===== src/rtl/modn_timer_ctrl_if.sv =====
// Bundle between the control/register side, the modN counter and the timer sequencer.
// The slave modport is the sequencer's view; master is the view of whatever drives it.
interface modn_timer_ctrl_if #(
  parameter int unsigned PW = 8,
  parameter int unsigned RW = 8
);
  logic          start;
  logic          stop;
  logic          mode_periodic;
  logic [PW-1:0] prescale;
  logic [RW-1:0] repeat_cnt;
  logic          cnt_tc;
  logic          irq_ack;
  logic          cnt_en;
  logic          cnt_rst_n;
  logic          busy;
  logic          done;
  logic          irq;
  logic [RW-1:0] epoch;

  modport master (
    output start, stop, mode_periodic, prescale, repeat_cnt, cnt_tc, irq_ack,
    input  cnt_en, cnt_rst_n, busy, done, irq, epoch
  );

  modport slave (
    input  start, stop, mode_periodic, prescale, repeat_cnt, cnt_tc, irq_ack,
    output cnt_en, cnt_rst_n, busy, done, irq, epoch
  );
endinterface


===== src/rtl/modn_timer_ctrl.sv =====
// Sequencer for a modN counter: prescaled enable, epochs per event, one-shot or periodic,
// registered done pulse and sticky irq.
module modn_timer_ctrl #(
  parameter int unsigned PW = 8,
  parameter int unsigned RW = 8
) (
  input logic               i_clk_50,
  input logic               i_rst,
  modn_timer_ctrl_if.slave  bus
);

  localparam logic [1:0] StIdle = 2'd0;
  localparam logic [1:0] StArm  = 2'd1;
  localparam logic [1:0] StRun  = 2'd2;
  localparam logic [1:0] StDone = 2'd3;

  logic [1:0]    r_state, w_state_nxt;
  logic [PW-1:0] r_pre_cnt, w_pre_cnt_nxt;
  logic [PW-1:0] r_presc;
  logic [RW-1:0] r_repeat;
  logic          r_mode;
  logic [RW-1:0] r_epoch, w_epoch_nxt;
  logic          r_done, w_done_nxt;
  logic          r_irq, w_irq_nxt;
  logic          w_latch;
  logic          w_cnt_en;
  logic          w_epoch_evt;
  logic [RW-1:0] w_epoch_inc;
  logic          w_final;

  assign w_cnt_en    = (r_state == StRun) && (r_pre_cnt == r_presc);
  assign w_epoch_evt = w_cnt_en && bus.cnt_tc;
  assign w_epoch_inc = r_epoch + RW'(1);
  assign w_final     = w_epoch_evt && (w_epoch_inc == r_repeat);

  always_comb begin
    w_state_nxt   = r_state;
    w_pre_cnt_nxt = r_pre_cnt;
    w_epoch_nxt   = r_epoch;
    w_done_nxt    = 1'b0;
    w_latch       = 1'b0;
    case (r_state)
      StIdle: begin
        w_pre_cnt_nxt = '0;
        if (bus.start && !bus.stop) begin
          w_latch     = 1'b1;
          w_state_nxt = StArm;
        end
      end
      StArm: begin
        w_pre_cnt_nxt = '0;
        w_epoch_nxt   = '0;
        w_state_nxt   = bus.stop ? StIdle : StRun;
      end
      StRun: begin
        w_pre_cnt_nxt = (r_pre_cnt == r_presc) ? '0 : r_pre_cnt + PW'(1);
        // stop discards any epoch event of the same cycle
        if (bus.stop) begin
          w_state_nxt = StIdle;
        end else if (w_final) begin
          w_done_nxt = 1'b1;
          if (r_mode) begin
            w_epoch_nxt = '0;
          end else begin
            w_epoch_nxt = w_epoch_inc;
            w_state_nxt = StDone;
          end
        end else if (w_epoch_evt) begin
          w_epoch_nxt = w_epoch_inc;
        end
      end
      StDone: w_state_nxt = StIdle;
      default: w_state_nxt = StIdle;
    endcase
  end

  // irq set wins over a coincident acknowledge
  assign w_irq_nxt = w_done_nxt | (r_irq & ~(bus.irq_ack & ~r_done));

  always_ff @(posedge i_clk_50 or posedge i_rst) begin
    if (i_rst) begin
      r_state   <= StIdle;
      r_pre_cnt <= '0;
      r_presc   <= '0;
      r_repeat  <= '0;
      r_mode    <= 1'b0;
      r_epoch   <= '0;
      r_done    <= 1'b0;
      r_irq     <= 1'b0;
    end else begin
      r_state   <= w_state_nxt;
      r_pre_cnt <= w_pre_cnt_nxt;
      r_epoch   <= w_epoch_nxt;
      r_done    <= w_done_nxt;
      r_irq     <= w_irq_nxt;
      if (w_latch) begin
        r_presc  <= bus.prescale;
        r_mode   <= bus.mode_periodic;
        r_repeat <= (bus.repeat_cnt == '0) ? RW'(1) : bus.repeat_cnt;
      end
    end
  end

  assign bus.cnt_en    = w_cnt_en;
  assign bus.cnt_rst_n = (r_state == StRun) || (r_state == StDone);
  assign bus.busy      = (r_state == StArm) || (r_state == StRun);
  assign bus.done      = r_done;
  assign bus.irq       = r_irq;
  assign bus.epoch     = r_epoch;

endmodule


===== src/flat_wrapper.sv =====
// flat-port wrapper written by rule: the top's interface ports become plain ports
module modn_timer_ctrl_flat 
#(
  parameter int unsigned PW = 8,
  parameter int unsigned RW = 8
)
  (i_clk_50, i_rst, bus_start, bus_stop, bus_mode_periodic, bus_prescale, bus_repeat_cnt, bus_cnt_tc, bus_irq_ack, bus_cnt_en, bus_cnt_rst_n, bus_busy, bus_done, bus_irq, bus_epoch);
  modn_timer_ctrl_if #(.PW(PW), .RW(RW)) bus_i ();
  input logic i_clk_50;
  input logic i_rst;
  input wire logic [$bits(bus_i.start)-1:0] bus_start;
  input wire logic [$bits(bus_i.stop)-1:0] bus_stop;
  input wire logic [$bits(bus_i.mode_periodic)-1:0] bus_mode_periodic;
  input wire logic [$bits(bus_i.prescale)-1:0] bus_prescale;
  input wire logic [$bits(bus_i.repeat_cnt)-1:0] bus_repeat_cnt;
  input wire logic [$bits(bus_i.cnt_tc)-1:0] bus_cnt_tc;
  input wire logic [$bits(bus_i.irq_ack)-1:0] bus_irq_ack;
  output wire logic [$bits(bus_i.cnt_en)-1:0] bus_cnt_en;
  output wire logic [$bits(bus_i.cnt_rst_n)-1:0] bus_cnt_rst_n;
  output wire logic [$bits(bus_i.busy)-1:0] bus_busy;
  output wire logic [$bits(bus_i.done)-1:0] bus_done;
  output wire logic [$bits(bus_i.irq)-1:0] bus_irq;
  output wire logic [$bits(bus_i.epoch)-1:0] bus_epoch;
  assign bus_i.start = bus_start;
  assign bus_i.stop = bus_stop;
  assign bus_i.mode_periodic = bus_mode_periodic;
  assign bus_i.prescale = bus_prescale;
  assign bus_i.repeat_cnt = bus_repeat_cnt;
  assign bus_i.cnt_tc = bus_cnt_tc;
  assign bus_i.irq_ack = bus_irq_ack;
  assign bus_cnt_en = bus_i.cnt_en;
  assign bus_cnt_rst_n = bus_i.cnt_rst_n;
  assign bus_busy = bus_i.busy;
  assign bus_done = bus_i.done;
  assign bus_irq = bus_i.irq;
  assign bus_epoch = bus_i.epoch;
  modn_timer_ctrl #(.PW(PW), .RW(RW)) u_core (.i_clk_50(i_clk_50), .i_rst(i_rst), .bus(bus_i));
endmodule

===== config.mk =====
export PLATFORM = sky130hd
export DESIGN_NAME = modn_timer_ctrl_flat
export DESIGN_NICKNAME = d
export VERILOG_FILES = /design/src/rtl/modn_timer_ctrl_if.sv /design/src/rtl/modn_timer_ctrl.sv /design/src/flat_wrapper.sv
export SDC_FILE = /design/constraint.sdc
export NUM_CORES = 1
export LEC_CHECK = 0
export BUFFER_PORTS_ARGS = -buffer_cell sky130_fd_sc_hd__buf_2
export CORE_MARGIN = 8
export CORE_UTILIZATION = 40
export DETAILED_ROUTE_END_ITERATION = 6
export GPL_TIMING_DRIVEN = 0
export PLACE_DENSITY = 0.65
export SLEW_MARGIN = 25
export SYNTH_ARGS = -nofsm -noshare
export SYNTH_HDL_FRONTEND = slang
export SYNTH_SLANG_ARGS = --single-unit

===== constraint.sdc =====
create_clock -name i_clk_50 -period 3.5 [get_ports i_clk_50]
set_clock_uncertainty 0.2 [all_clocks]
set_input_delay 0.7 -clock i_clk_50 [delete_from_list [all_inputs] [get_ports i_clk_50]]
set_output_delay 0.7 -clock i_clk_50 [all_outputs]
set_load 0.01 [all_outputs]

==> impl_metrics.tcl <==
set metrics [dict create \
    run_status "finished, final reports clean" \
    syn_area_um2 2200 \
    cts-resized-gates 0 \
    worst_slew_pin_slew_ns 0.707 \
    post_cts_buffers 0 \
    maxClockFrequency_mhz 370 \
    drive_above_1_share_pct 25.5 \
    routed-via-count 1713 \
    synthArstFlopShare_pct 100 \
    setup_viol 0 \
    clk_pin_slew_worst_paths_ns 0.08 \
    ir_drop_mv 0.329 \
    numCtsBuffers 5 \
    rr_worst_depth 8 \
    r2r-start "u_core.bus.epoch[0]" \
    ios 36 \
    leakage_nw 1.13 \
    cts_max_level 2 \
    drt_wl_total_mm 4.69 \
    num-fill-cells 526 \
    power.density_nw_per_um2 549 \
    path_max_fanout 10 \
    yosysMostFrequentCell "dfrtp_1" \
    synth-edff-count 0 \
    finalCritPeriodShare_pct 77.2 \
    final_area_um2 2570 \
    synth.distinct_cells 47 \
    route.detailed.drc 0 \
    antenna_cells 0 \
    hp-class "in2async" \
    row_count 27 \
    place_congestion 0.864 \
    r2r-end "u_core.bus.epoch[0]" \
    placed_cell_area_um2 2480 \
    grt_remaining_overflow 0 \
    hold_buffers 0 \
    nets 288 \
    cts_tree "built" \
    die_h_um 90.1 \
    syn_to_final_growth_pct 16.7 \
    die_w_um 90.1 \
    setup-tns-final_ns 0 \
    grt_pass1_vias 1665 \
    postSynthCellCount 215 \
    vias_per_cell 5.18 \
    hold_viol 0 \
    crit_required_ns 3.47 \
    wl_per_cell_um 14.2 \
    cp-start-kind "flip-flop" \
    cts_root_buf "clkbuf_8" \
    fp.coreArea_um2 5410 \
    yosysWarnings 0 \
    drtIter0Drc 115 \
    first_pass_iters 4 \
    place.port_buffers 35 \
    clk_path_buf_depth 2 \
    initial_core_util_pct 40.7 \
    yosysTopAreaCell "dfrtp_1" \
    synth_commonest_cells "dfrtp_1, xnor2_1, nand2_1, nand3_1" \
    timing.slew.headroom_pct 52.8 \
    yosys-top-cells-area "dfrtp_1, xnor2_1, mux2_2" \
    ys.flop_type "dfrtp_1" \
    post-dp-hpwl_mm 3.57 \
    grt_pass1_wl_mm 8.14 \
    crit_path_end_kind "flip-flop" \
    syn-num-nets 245 \
    clock_latency_ns 0.29 \
    maxCapViolations 0 \
    antenna_found_initial 0 \
    grt_start_max_net_pins 27 \
    netlist.area_leader.share_pct 42.1 \
    grt_use_total_pct 12.1 \
    synth-seq-cells 37 \
    multiInputGateArea_um2 1160 \
    ant_nets 0 \
    fin_crit_ns 2.70 \
    seq_area_um2 926 \
    synth_area_per_cell_um2 10.2 \
    yosysSeqAreaShare_pct 42.1 \
    drv_slew 0 \
    cts_sinks 37 \
    reg2reg_slack_ns 0.80 \
    die_area_um2 8120 \
    critical_path_class "reg2reg" \
    rsz0062_at_grt "false" \
    critPathArrivalTime_ns 2.68 \
]
layout by cell type (no fill, tap or decap), types with 4 or more instances in the layout:
cell type / Yosys / final
mux2_1: 8 / 8
ha_1: 7 / 7
xnor2_1: 14 / 14
dfrtp_1: 37 / 37
buf_6: 5 / 5
o21ai_1: 10 / 10
o21ai_0: 4 / 4
nand3_1: 13 / 13
nor2_1: 11 / 11
a21oi_1: 8 / 8
inv_1: 11 / 10
clkbuf_8: 0 / 5
nand4_1: 7 / 7
xor2_1: 7 / 7
buf_2: 1 / 36
nand2_1: 13 / 13
nand4b_1: 4 / 4
mux2_2: 9 / 9
nor3_1: 4 / 4
worst max path at each step:
stage                        startpoint                  end  slack [ns]
floorplan           u_core.bus.epoch[0]  u_core.bus.epoch[0]        1.05
global placement    u_core.bus.epoch[0]  u_core.bus.epoch[0]        0.84
detailed placement  u_core.bus.epoch[0]  u_core.bus.epoch[0]        0.81
CTS                 u_core.bus.epoch[0]  u_core.bus.epoch[0]        0.79
global route        u_core.bus.epoch[0]  u_core.bus.epoch[5]        0.59
finish              u_core.bus.epoch[0]  u_core.bus.epoch[0]        0.80
final cells by class:
cell class                      instances  share of cell area [%]
Multi-Input combinational cell        159                    45.3
Sequential cell                        37                    36.1
Timing Repair Buffer                   36                    7.61
Tap cell                               72                    3.51
Clock buffer                            6                    2.83
Buffer                                  8                    2.68
Inverter                               11                    1.61
Clock inverter                          2                   0.390
worst max-delay path: stages, from the launching register on:
cell and delay (ns):
dfrtp_1 0.49, ha_1 0.19, buf_2 0.20, and3_1 0.24
nand4_1 0.14, a311oi_2 0.42, a41oi_2 0.24, buf_6 0.20
mux2_2 0.26
cell families after synthesis:
logic type | share of synthesized area (%)
and+or+nand+nor | 19.0
xor gates and xnor gates | 8.37
adders and majority gates | 3.98
muxes | 9.62
buffers and inverters | 5.01
DFF | 42.1
AOI/OAI and AO/OA | 12.0
routing by layer:
metal	share of wire (%)	wire length, um	track usage (%)	vias up
met2	46	2170	18.4	43
met3	4.0	189	2.99	6
met4	1.8	83	5.41	0
li1	-	-	-	850
met5	0	0	0	-
met1	48	2240	15.8	814
per-stage QoR:
stage / cells / power (mW) / worst slack [ns] / util (%) / hold WS (ns)
after CTS: 331 / 1.42 / 0.795 / 47.5 / 0.149
after global placement: 322 / 1.11 / 0.839 / 45.6 / 0.293
final: 331 / 1.41 / 0.800 / 47.5 / 0.138
after detailed placement: 323 / 1.13 / 0.808 / 45.9 / 0.294
after floorplan: 215 / 1.00 / 1.05 / - / 0.276
after global routing: 331 / 1.52 / 0.590 / 47.5 / 0.160
sequential cells by signal (all words and copies together), names as in the netlist:
signal,cells
u_core.r_mode,1
u_core.r_state,2
u_core.r_repeat,8
u_core.r_presc,8
u_core.bus.epoch,8
u_core.r_pre_cnt,8
u_core.bus.done,1
u_core.bus.irq,1
power by group:
part	total, mW	internal, mW	switching, mW
logic	0.461	0.233	0.228
clock network	0.297	0.138	0.159
registers	0.653	0.541	0.112
total	1.41	0.912	0.498
Note: power is estimated with default switching activity, not from simulation.
